## config.mk

```make
export PLATFORM = sky130hd
export DESIGN_NAME = knight_cmd_link
export DESIGN_NICKNAME = d
export VERILOG_FILES = /design/src/rtl/knight_link_pkg.sv /design/src/rtl/uart_rx_byte.sv /design/src/rtl/knight_cmd_link.sv
export SDC_FILE = /design/constraint.sdc
export NUM_CORES = 1
export LEC_CHECK = 0
export ABC_AREA = 1
export ABC_CLOCK_PERIOD_IN_PS = 2400
export BUFFER_PORTS_ARGS = -buffer_cell sky130_fd_sc_hd__buf_2
export CAP_MARGIN = 20
export CORE_MARGIN = 5
export CORE_UTILIZATION = 60
export CTS_BUF_LIST = sky130_fd_sc_hd__clkbuf_4
export CTS_CLUSTER_SIZE = 24
export DETAILED_ROUTE_END_ITERATION = 10
export PLACE_DENSITY = 0.91
export SETUP_SLACK_MARGIN = 0.2
export SLEW_MARGIN = 20
export SYNTH_ARGS = -nofsm -noshare
export SYNTH_HDL_FRONTEND = slang
export SYNTH_SLANG_ARGS = --single-unit
```

## constraint.sdc

```tcl
create_clock -name clk -period 2.4 [get_ports clk]
set_input_delay 0.48 -clock clk [delete_from_list [all_inputs] [get_ports clk]]
set_output_delay 0.48 -clock clk [all_outputs]
set_load 0.02 [all_outputs]
```

## src/rtl/knight_link_pkg.sv

```systemverilog
// Shared types and constants for the knight-side command link.
package knight_link_pkg;

  typedef enum logic [1:0] {IDLE, START, DATA, STOP} rx_state_t;
  typedef enum logic       {WAIT_HIGH, WAIT_LOW}     asm_state_t;
  typedef enum logic       {TX_IDLE, TX_BUSY}        tx_state_t;

  localparam logic [7:0] ACK = 8'hA5;

endpackage

```

## src/rtl/uart_rx_byte.sv

```systemverilog
// UART byte receiver: 2-flop synchronizer, start-edge detect, mid-bit sampling.
// state | meaning
// IDLE  | line idle, watching for a falling edge on rx_s
// START | half-bit wait, then confirm start bit still low
// DATA  | sample 8 data bits LSB first, one per bit period
// STOP  | sample stop bit; 1 -> byte_vld, 0 -> ferr
module uart_rx_byte
  import knight_link_pkg::*;
#(
  parameter int BAUD_DIV = 2604
) (
  input  logic       clk,
  input  logic       rst,
  input  logic       rx,
  output logic       byte_vld,
  output logic [7:0] rx_byte,
  output logic       ferr,
  output logic       start_det
);

  localparam int CW = $clog2(BAUD_DIV + 1);
  localparam logic [CW-1:0] HALF = CW'(BAUD_DIV / 2 - 1);
  localparam logic [CW-1:0] FULL = CW'(BAUD_DIV - 1);

  logic          sync_q, rx_s_q, rx_prev_q;
  rx_state_t     state_q, state_d;
  logic [CW-1:0] cnt_q, cnt_d;
  logic [2:0]    bitn_q, bitn_d;
  logic [7:0]    shreg_q, shreg_d;

  always_ff @(posedge clk) begin
    if (rst) begin
      sync_q    <= 1'b1;
      rx_s_q    <= 1'b1;
      rx_prev_q <= 1'b1;
      state_q   <= IDLE;
      cnt_q     <= '0;
      bitn_q    <= '0;
      shreg_q   <= '0;
    end else begin
      sync_q    <= rx;
      rx_s_q    <= sync_q;
      rx_prev_q <= rx_s_q;
      state_q   <= state_d;
      cnt_q     <= cnt_d;
      bitn_q    <= bitn_d;
      shreg_q   <= shreg_d;
    end
  end

  always_comb begin
    state_d   = state_q;
    cnt_d     = cnt_q;
    bitn_d    = bitn_q;
    shreg_d   = shreg_q;
    byte_vld  = 1'b0;
    ferr      = 1'b0;
    start_det = 1'b0;
    case (state_q)
      IDLE: begin
        if (rx_prev_q && !rx_s_q) begin
          start_det = 1'b1;
          state_d   = START;
          cnt_d     = HALF;
        end
      end
      START: begin
        if (cnt_q == '0) begin
          // a high line at mid-start-bit is a glitch, not a frame
          if (rx_s_q) begin
            state_d = IDLE;
          end else begin
            state_d = DATA;
            cnt_d   = FULL;
            bitn_d  = '0;
          end
        end else begin
          cnt_d = cnt_q - 1'b1;
        end
      end
      DATA: begin
        if (cnt_q == '0) begin
          shreg_d = {rx_s_q, shreg_q[7:1]};
          cnt_d   = FULL;
          if (bitn_q == 3'd7) state_d = STOP;
          else                bitn_d  = bitn_q + 1'b1;
        end else begin
          cnt_d = cnt_q - 1'b1;
        end
      end
      STOP: begin
        if (cnt_q == '0) begin
          state_d = IDLE;
          if (rx_s_q) byte_vld = 1'b1;
          else        ferr     = 1'b1;
        end else begin
          cnt_d = cnt_q - 1'b1;
        end
      end
      default: state_d = IDLE;
    endcase
  end

  assign rx_byte = shreg_q;

endmodule

```

## src/rtl/knight_cmd_link.sv

```systemverilog
// Knight end of the remote link: two RX bytes -> 16-bit command, response byte -> TX.
// state     | meaning
// WAIT_HIGH | expecting the first (high) command byte
// WAIT_LOW  | high byte held, expecting the low byte
// TX_IDLE   | line idle, waiting for trmt
// TX_BUSY   | shifting start, 8 data, stop bits
module knight_cmd_link
  import knight_link_pkg::*;
#(
  parameter int BAUD_DIV = 2604
) (
  input  logic        clk,
  input  logic        rst,
  input  logic        RX,
  output logic        TX,
  output logic [15:0] cmd,
  output logic        cmd_rdy,
  input  logic        clr_cmd_rdy,
  input  logic [7:0]  resp,
  input  logic        trmt,
  output logic        tx_done
);

  localparam int CW = $clog2(BAUD_DIV + 1);
  localparam logic [CW-1:0] FULL = CW'(BAUD_DIV - 1);

  logic       byte_vld, ferr, start_det;
  logic [7:0] rx_byte;

  uart_rx_byte #(.BAUD_DIV(BAUD_DIV)) u_rx (
    .clk       (clk),
    .rst       (rst),
    .rx        (RX),
    .byte_vld  (byte_vld),
    .rx_byte   (rx_byte),
    .ferr      (ferr),
    .start_det (start_det)
  );

  asm_state_t    asm_q, asm_d;
  logic [7:0]    hi_q, hi_d;
  logic [15:0]   cmd_q, cmd_d;
  logic          rdy_q, rdy_d;
  tx_state_t     tx_state_q, tx_state_d;
  logic          tx_q, tx_d, tx_done_q, tx_done_d;
  logic [CW-1:0] tx_cnt_q, tx_cnt_d;
  logic [3:0]    tx_bitn_q, tx_bitn_d;
  logic [8:0]    tx_shift_q, tx_shift_d;

  always_ff @(posedge clk) begin
    if (rst) begin
      asm_q      <= WAIT_HIGH;
      hi_q       <= '0;
      cmd_q      <= '0;
      rdy_q      <= 1'b0;
      tx_state_q <= TX_IDLE;
      tx_q       <= 1'b1;
      tx_done_q  <= 1'b0;
      tx_cnt_q   <= '0;
      tx_bitn_q  <= '0;
      tx_shift_q <= '0;
    end else begin
      asm_q      <= asm_d;
      hi_q       <= hi_d;
      cmd_q      <= cmd_d;
      rdy_q      <= rdy_d;
      tx_state_q <= tx_state_d;
      tx_q       <= tx_d;
      tx_done_q  <= tx_done_d;
      tx_cnt_q   <= tx_cnt_d;
      tx_bitn_q  <= tx_bitn_d;
      tx_shift_q <= tx_shift_d;
    end
  end

  // clear is applied first so a same-cycle set overrides it
  always_comb begin
    asm_d = asm_q;
    hi_d  = hi_q;
    cmd_d = cmd_q;
    rdy_d = rdy_q;
    if (clr_cmd_rdy) rdy_d = 1'b0;
    case (asm_q)
      WAIT_HIGH: begin
        if (start_det) rdy_d = 1'b0;
        if (byte_vld) begin
          hi_d  = rx_byte;
          asm_d = WAIT_LOW;
        end
      end
      WAIT_LOW: begin
        if (byte_vld) begin
          cmd_d = {hi_q, rx_byte};
          rdy_d = 1'b1;
          asm_d = WAIT_HIGH;
        end else if (ferr) begin
          asm_d = WAIT_HIGH;
        end
      end
      default: asm_d = WAIT_HIGH;
    endcase
  end

  always_comb begin
    tx_state_d = tx_state_q;
    tx_d       = tx_q;
    tx_done_d  = tx_done_q;
    tx_cnt_d   = tx_cnt_q;
    tx_bitn_d  = tx_bitn_q;
    tx_shift_d = tx_shift_q;
    case (tx_state_q)
      TX_IDLE: begin
        if (trmt) begin
          tx_state_d = TX_BUSY;
          tx_d       = 1'b0;
          tx_shift_d = {1'b1, resp};
          tx_bitn_d  = 4'd9;
          tx_cnt_d   = FULL;
          tx_done_d  = 1'b0;
        end
      end
      TX_BUSY: begin
        if (tx_cnt_q == '0) begin
          if (tx_bitn_q == '0) begin
            tx_state_d = TX_IDLE;
            tx_d       = 1'b1;
            tx_done_d  = 1'b1;
          end else begin
            tx_d       = tx_shift_q[0];
            tx_shift_d = {1'b0, tx_shift_q[8:1]};
            tx_bitn_d  = tx_bitn_q - 1'b1;
            tx_cnt_d   = FULL;
          end
        end else begin
          tx_cnt_d = tx_cnt_q - 1'b1;
        end
      end
      default: tx_state_d = TX_IDLE;
    endcase
  end

  assign TX      = tx_q;
  assign tx_done = tx_done_q;
  assign cmd     = cmd_q;
  assign cmd_rdy = rdy_q;

endmodule

```

==> impl_metrics.env, run 1 <==
export IMPL_status="completed"
export IMPL_dr_pass1_iters=5
export IMPL_slew_violations=0
export IMPL_syn_num_nets=570
export IMPL_synth_ff_type="dfxtp_1"
export IMPL_ys_ff_latch=82
export IMPL_yosysWarningCount=0
export IMPL_clk_insertion_delay_late_ns=0.44
export IMPL_setup_viol=0
export IMPL_use_met2_pct=33.5
export IMPL_numClockSinks=82
export IMPL_synth_common_cells="nand2_1, dfxtp_1, nor2_1"
export IMPL_use_met3_pct=4.55
export IMPL_grt_first_pass_wirelength_mm=15.1
export IMPL_placed_area_um2=4140
export IMPL_seq_area_frac_synth_pct=41.4
export IMPL_fin_nets=597
export IMPL_overflow=0
export IMPL_syn_area_per_cell_um2=7.27
export IMPL_use_met1_pct=28.4
export IMPL_area_growth_pct=8.84
export IMPL_path_max_fanout=16
export IMPL_final_period_utilization_pct=83.0
export IMPL_synth_most_common_cell="nand2_1"
export IMPL_finalWirelength_mm=8.71
export IMPL_end_kind="flop"
export IMPL_drc=0
export IMPL_clockBufferDepth=2
export IMPL_drive_gt1_share_pct=13.5
export IMPL_required_ns=2.78
export IMPL_clockRootBuffer="clkbuf_4"
export IMPL_setup_worst_path_class="reg2reg"
export IMPL_die_w_um=91.3
export IMPL_worst_slew_pin_slew_ns=0.505
export IMPL_synth_edf_count=0
export IMPL_tns_ns=0
export IMPL_grt_use_total_pct=21.2
export IMPL_n_antenna_cell=0
export IMPL_drt_iter0_drc=227
export IMPL_grt_max_degree=43
export IMPL_leakage_nw=1.98
export IMPL_relSlewSlack_pct=66.1
export IMPL_rsz0062_at_grt="no"
export IMPL_row_count=29
export IMPL_pre_cts_slack_ns=0.380
export IMPL_setup_ws_ns=0.407
export IMPL_grt_busiest_layer="met2"
export IMPL_finalInstanceArea_um2=4310
export IMPL_synth_distinct_cells=36
export IMPL_dieArea_um2=8330
export IMPL_synth_top_area_share_pct=41.4
export IMPL_core_area_um2=6390
export IMPL_initial_core_util_pct=62.0
export IMPL_cap_violations=0
export IMPL_io_buffers=31
export IMPL_avgRoutedWirePerCell_um=13.3
export IMPL_gp_congestion=0.893
export IMPL_synthTopCellsByArea="dfxtp_1, nand2_1, o21ai_0"
export IMPL_powerDensity_nw_per_um2=963
export IMPL_ant_nets=0
export IMPL_hold_buffers=0
export IMPL_via_count=3624
export IMPL_grt_pass1_vias=3390
export IMPL_fin_util_pct=67.5
export IMPL_htree_levels=3
export IMPL_arrival_ns=2.37
export IMPL_fmax_mhz=502
export IMPL_hp_class="in2reg"
export IMPL_async_flop_share_pct=0
export IMPL_period_needed_ns=1.99
export IMPL_ir_worst_vdd_mv=0.581
export IMPL_antenna_found_initial=0
export IMPL_cts_tree="built"
export IMPL_die_h_um=91.3
export IMPL_detailed_place_hpwl_mm=6.02
export IMPL_ios=32
export IMPL_synth_top_cell_by_area="dfxtp_1"
export IMPL_worst_setup_path_start_kind="flop"
export IMPL_synthesis_area_um2=3960
export IMPL_finalHoldViolCount=0
export IMPL_finClkSkew_ns=0.0200
export IMPL_netlist_instances=545
export IMPL_path_clk_slew_ns=0.14
export IMPL_viasPerCell=5.54
export IMPL_cts_buffers=9
-- sequential cells by signal, summed over array words and instances, names as in the netlist, named ones only --
name            flops
u_rx.sync_q         1
asm_q               1
u_rx.bitn_q         3
u_rx.rx_byte        8
tx_bitn_q           4
u_rx.rx_s_q         1
u_rx.cnt_q         12
tx_done             1
u_rx.state_q        1
tx_cnt_q           12
cmd_rdy             1
cmd                16
hi_q                8
u_rx.rx_prev_q      1
tx_shift_q          9
tx_state_q          1
TX                  1
-- metal layers --
layer	vias to the layer above	share of wire, %
met5	-	0
met4	0	1.9
met3	20	4.3
met2	87	48
met1	1672	46
li1	1845	-
-- cells in the final DEF, fill, tap and decap left out, types with 8 or more instances in the layout --
cell type / n
a21oi_1: 52
clkbuf_4: 10
nor2_1: 67
nand4_1: 9
nand2_1: 111
nand3_1: 36
buf_2: 31
o21ai_0: 53
ha_1: 12
inv_1: 50
dfxtp_1: 82
o211a_1: 8
-- metrics by stage --
| stage | hold WS, ns | power, W | cells |
|---|---|---|---|
| 2_1_floorplan | 0.389 | 0.00293 | 545 |
| 3_3_place_gp | 0.393 | 0.00316 | 637 |
| 3_5_place_dp | 0.398 | 0.00323 | 637 |
| 4_1_cts | 0.215 | 0.00415 | 653 |
| 5_1_grt | 0.207 | 0.00448 | 654 |
| 6_report | 0.229 | 0.00415 | 654 |
-- logic make-up after synthesis --
group	after synthesis	share of synthesized area, %
AO/OA/AOI/OAI	124	17.4
XOR/XNOR	5	1.11
adder cells (fa/ha/maj)	12	3.79
buffers and inverters	73	7.64
flip-flops	82	41.4
AND/OR/NAND/NOR	249	28.6
-- final cells by class --
type | count | area, µm²
clock buffer | 10 | 75.1
sequential | 82 | 1640
inverter | 54 | 204
tap | 77 | 96.3
timing repair buffer | 34 | 178
clock inverter | 6 | 88.8
fill | 514 | 2070
multi-input combinational | 391 | 2030
-- final timing paths --
kind | startpoint | end | slack [ns] | depth (start not counted)
setup reg to reg | u_rx.cnt_q[0] | hi_q[5] | 0.41 | 8
hold / removal | RX | u_rx.sync_q | 0.23 | 2
hold reg to reg | u_rx.sync_q | u_rx.rx_s_q | 0.42 | 1
setup / recovery | u_rx.cnt_q[0] | hi_q[5] | 0.41 | 8
-- report_power, final --
part / leakage (nW) / switching (W) / internal, W
Clock: 0.0851 / 0.000478 / 0.000438
Sequential: 0.669 / 0.000145 / 0.00152
Combinational: 1.23 / 0.00104 / 0.000537
Total: 1.98 / 0.00166 / 0.00249
-- what timing repair did --
item | 4_1_cts | 5_1_grt
endpoints found under the setup margin | 0 | 8
setup buffers | 0 | 0
endpoints found under the hold margin | 0 | 0
resized for setup | 0 | 1
-- worst max-delay path: stages (launching register included) --
cell	delay, ns
dfxtp_1	0.34
inv_1	0.17
ha_1	0.23
inv_1	0.06
nor2_1	0.29
nand4_4	0.21
nor2_4	0.34
o21ai_0	0.12
a21oi_1	0.15
Power figures use the tool's default switching activity.
==> run 2, diff against run 1 <==
ABC_CLOCK_PERIOD_IN_PS = 1890   (was 2400)
clock period = 1.89 ns   (was 2.4 ns; I/O delays follow)
==> run 2 against run 1 <==
Sequential power grew 28%; clock power increased by 40%; combinational power up 53%; first-iteration DRC count rose by 74%; routed wire length up 27%; design area increased by 9.4%; global-route usage is 1.7 points higher; utilization up 6.3 points; flip-flop and latch count unchanged; worst setup slack got worse by 0.34 ns; clock-buffer cell count shrank 1; critical path depth up 1.
==> impl_metrics.env, run 2 (synthesized netlist as in run 1, its figures left out) <==
export IMPL_reg2reg_from="u_rx.cnt_q[1]"
export IMPL_final_period_utilization_pct=96.7
export IMPL_grt_use_total_pct=22.9
export IMPL_powerDensity_nw_per_um2=1230
export IMPL_fin_nets=618
export IMPL_cts_tree="built"
export IMPL_period_needed_ns=1.83
export IMPL_clk_insertion_delay_late_ns=0.45
export IMPL_core_area_um2=6390
export IMPL_drc=0
export IMPL_arrival_ns=2.17
export IMPL_row_count=29
export IMPL_gp_congestion=0.900
export IMPL_finalWirelength_mm=11.0
export IMPL_crit_start="u_rx.cnt_q[1]"
export IMPL_ios=32
export IMPL_largest_register_ffs=16
export IMPL_hold_buffers=0
export IMPL_viasPerCell=5.95
export IMPL_dr_pass1_iters=6
export IMPL_htree_levels=3
export IMPL_dieArea_um2=8330
export IMPL_power_w=0.00581
export IMPL_clockRootBuffer="clkbuf_4"
export IMPL_io_buffers=31
export IMPL_status="completed"
export IMPL_worst_slew_pin_slew_ns=0.447
export IMPL_worst_setup_path_start_kind="flop"
export IMPL_grt_first_pass_wirelength_mm=16.1
export IMPL_rsz0062_at_grt="yes"
export IMPL_cap_violations=0
export IMPL_ir_worst_vdd_mv=0.866
export IMPL_min_from="RX"
export IMPL_setup_ws_ns=0.0628
export IMPL_final_common_cell="nand2_1"
export IMPL_pre_cts_slack_ns=0.00321
export IMPL_relSlewSlack_pct=70.2
export IMPL_initial_core_util_pct=62.0
export IMPL_area_growth_pct=19.1
export IMPL_finClkSkew_ns=0.0154
export IMPL_setup_viol=0
export IMPL_n_antenna_cell=0
export IMPL_grt_max_degree=43
export IMPL_fmax_mhz=547
export IMPL_fin_util_pct=73.9
export IMPL_die_h_um=91.3
export IMPL_finalHoldViolCount=0
export IMPL_die_w_um=91.3
export IMPL_tns_ns=0
export IMPL_ant_nets=0
export IMPL_clockBufferDepth=2
export IMPL_path_clk_slew_ns=0.15
export IMPL_cts_buffers=9
export IMPL_drt_iter0_drc=396
export IMPL_detailed_place_hpwl_mm=6.31
export IMPL_overflow=0
export IMPL_setup_worst_path_class="reg2reg"
export IMPL_path_max_fanout=16
export IMPL_hp_class="in2reg"
export IMPL_via_count=4019
export IMPL_antenna_found_initial=0
export IMPL_end_kind="flop"
export IMPL_slew_violations=0
export IMPL_drive_gt1_share_pct=24.7
export IMPL_required_ns=2.23
export IMPL_leakage_nw=2.15
export IMPL_grt_pass1_vias=3664
export IMPL_avgRoutedWirePerCell_um=16.3
export IMPL_numClockSinks=82
export IMPL_mostFrequentLayoutCells="nand2_1, dfxtp_1, nor2_1"
-- run 2: cell types whose count changed in the layout (fill, tap and decap cells not counted), sizes merged --
cell	change
inv	+2
clkbuf	+1
nor2	-1
nand3	+1
clkinv	-1
nand2	+1
buf	+18
-- run 2: worst paths after layout --
check             depth (start not counted)              end  slack, ns
setup / recovery                          9  u_rx.rx_byte[5]       0.06
hold / removal                            2      u_rx.sync_q       0.11
setup reg to reg                          9  u_rx.rx_byte[5]       0.06
hold reg to reg                           1      u_rx.rx_s_q       0.45
-- run 2: per-stage QoR --
stage / instances / area, µm² / hold WS (ns)
after detailed placement: 642 / 4180 / 0.400
after global routing: 675 / 4720 / 0.0922
after global placement: 642 / 4180 / 0.393
after CTS: 666 / 4480 / 0.106
after floorplan: 545 / 3960 / 0.389
final: 675 / 4720 / 0.108
-- run 2: area by class of cell --
type | instances | area [µm²]
fill | 433 | 1670
clock inverter | 7 | 108
sequential | 82 | 1650
tap | 77 | 96.3
timing repair buffer | 54 | 392
inverter | 54 | 208
clock buffer | 9 | 67.6
multi-input combinational | 392 | 2200
-- run 2: what timing repair did --
| item | CTS | global route |
|---|---|---|
| pin swaps | 4 | 15 |
| gates resized for setup | 16 | 69 |
| endpoints found under the setup margin | 42 | 72 |
| buffers inserted | 6 | 5 |
| cloned | 2 | 4 |
-- run 2: critical path: stages (launching register included) --
cell and delay [ns]:
dfxtp_2 0.36, inv_2 0.08, ha_4 0.15, nand2_1 0.05, nor2_1 0.09, nand3_1 0.17, inv_1 0.19, nand2_2 0.22
o21ai_0 0.34, a21oi_1 0.08
-- run 2: where the power goes --
part,switching [W],total (W),internal [W],leakage [nW]
registers,0.000196,0.00213,0.00194,0.672
logic,0.00155,0.00240,0.000852,1.38
clock network,0.000711,0.00128,0.000564,0.0910
total,0.00246,0.00581,0.00335,2.15
-- run 2: routing by layer --
layer | vias up | GRT usage [%] | wire length [µm]
li1 | 1899 | - | -
met1 | 1909 | 28.7 | 4380
met2 | 176 | 38.1 | 5660
met3 | 35 | 4.13 | 693
met4 | 0 | 11.0 | 306
met5 | - | 0 | 0
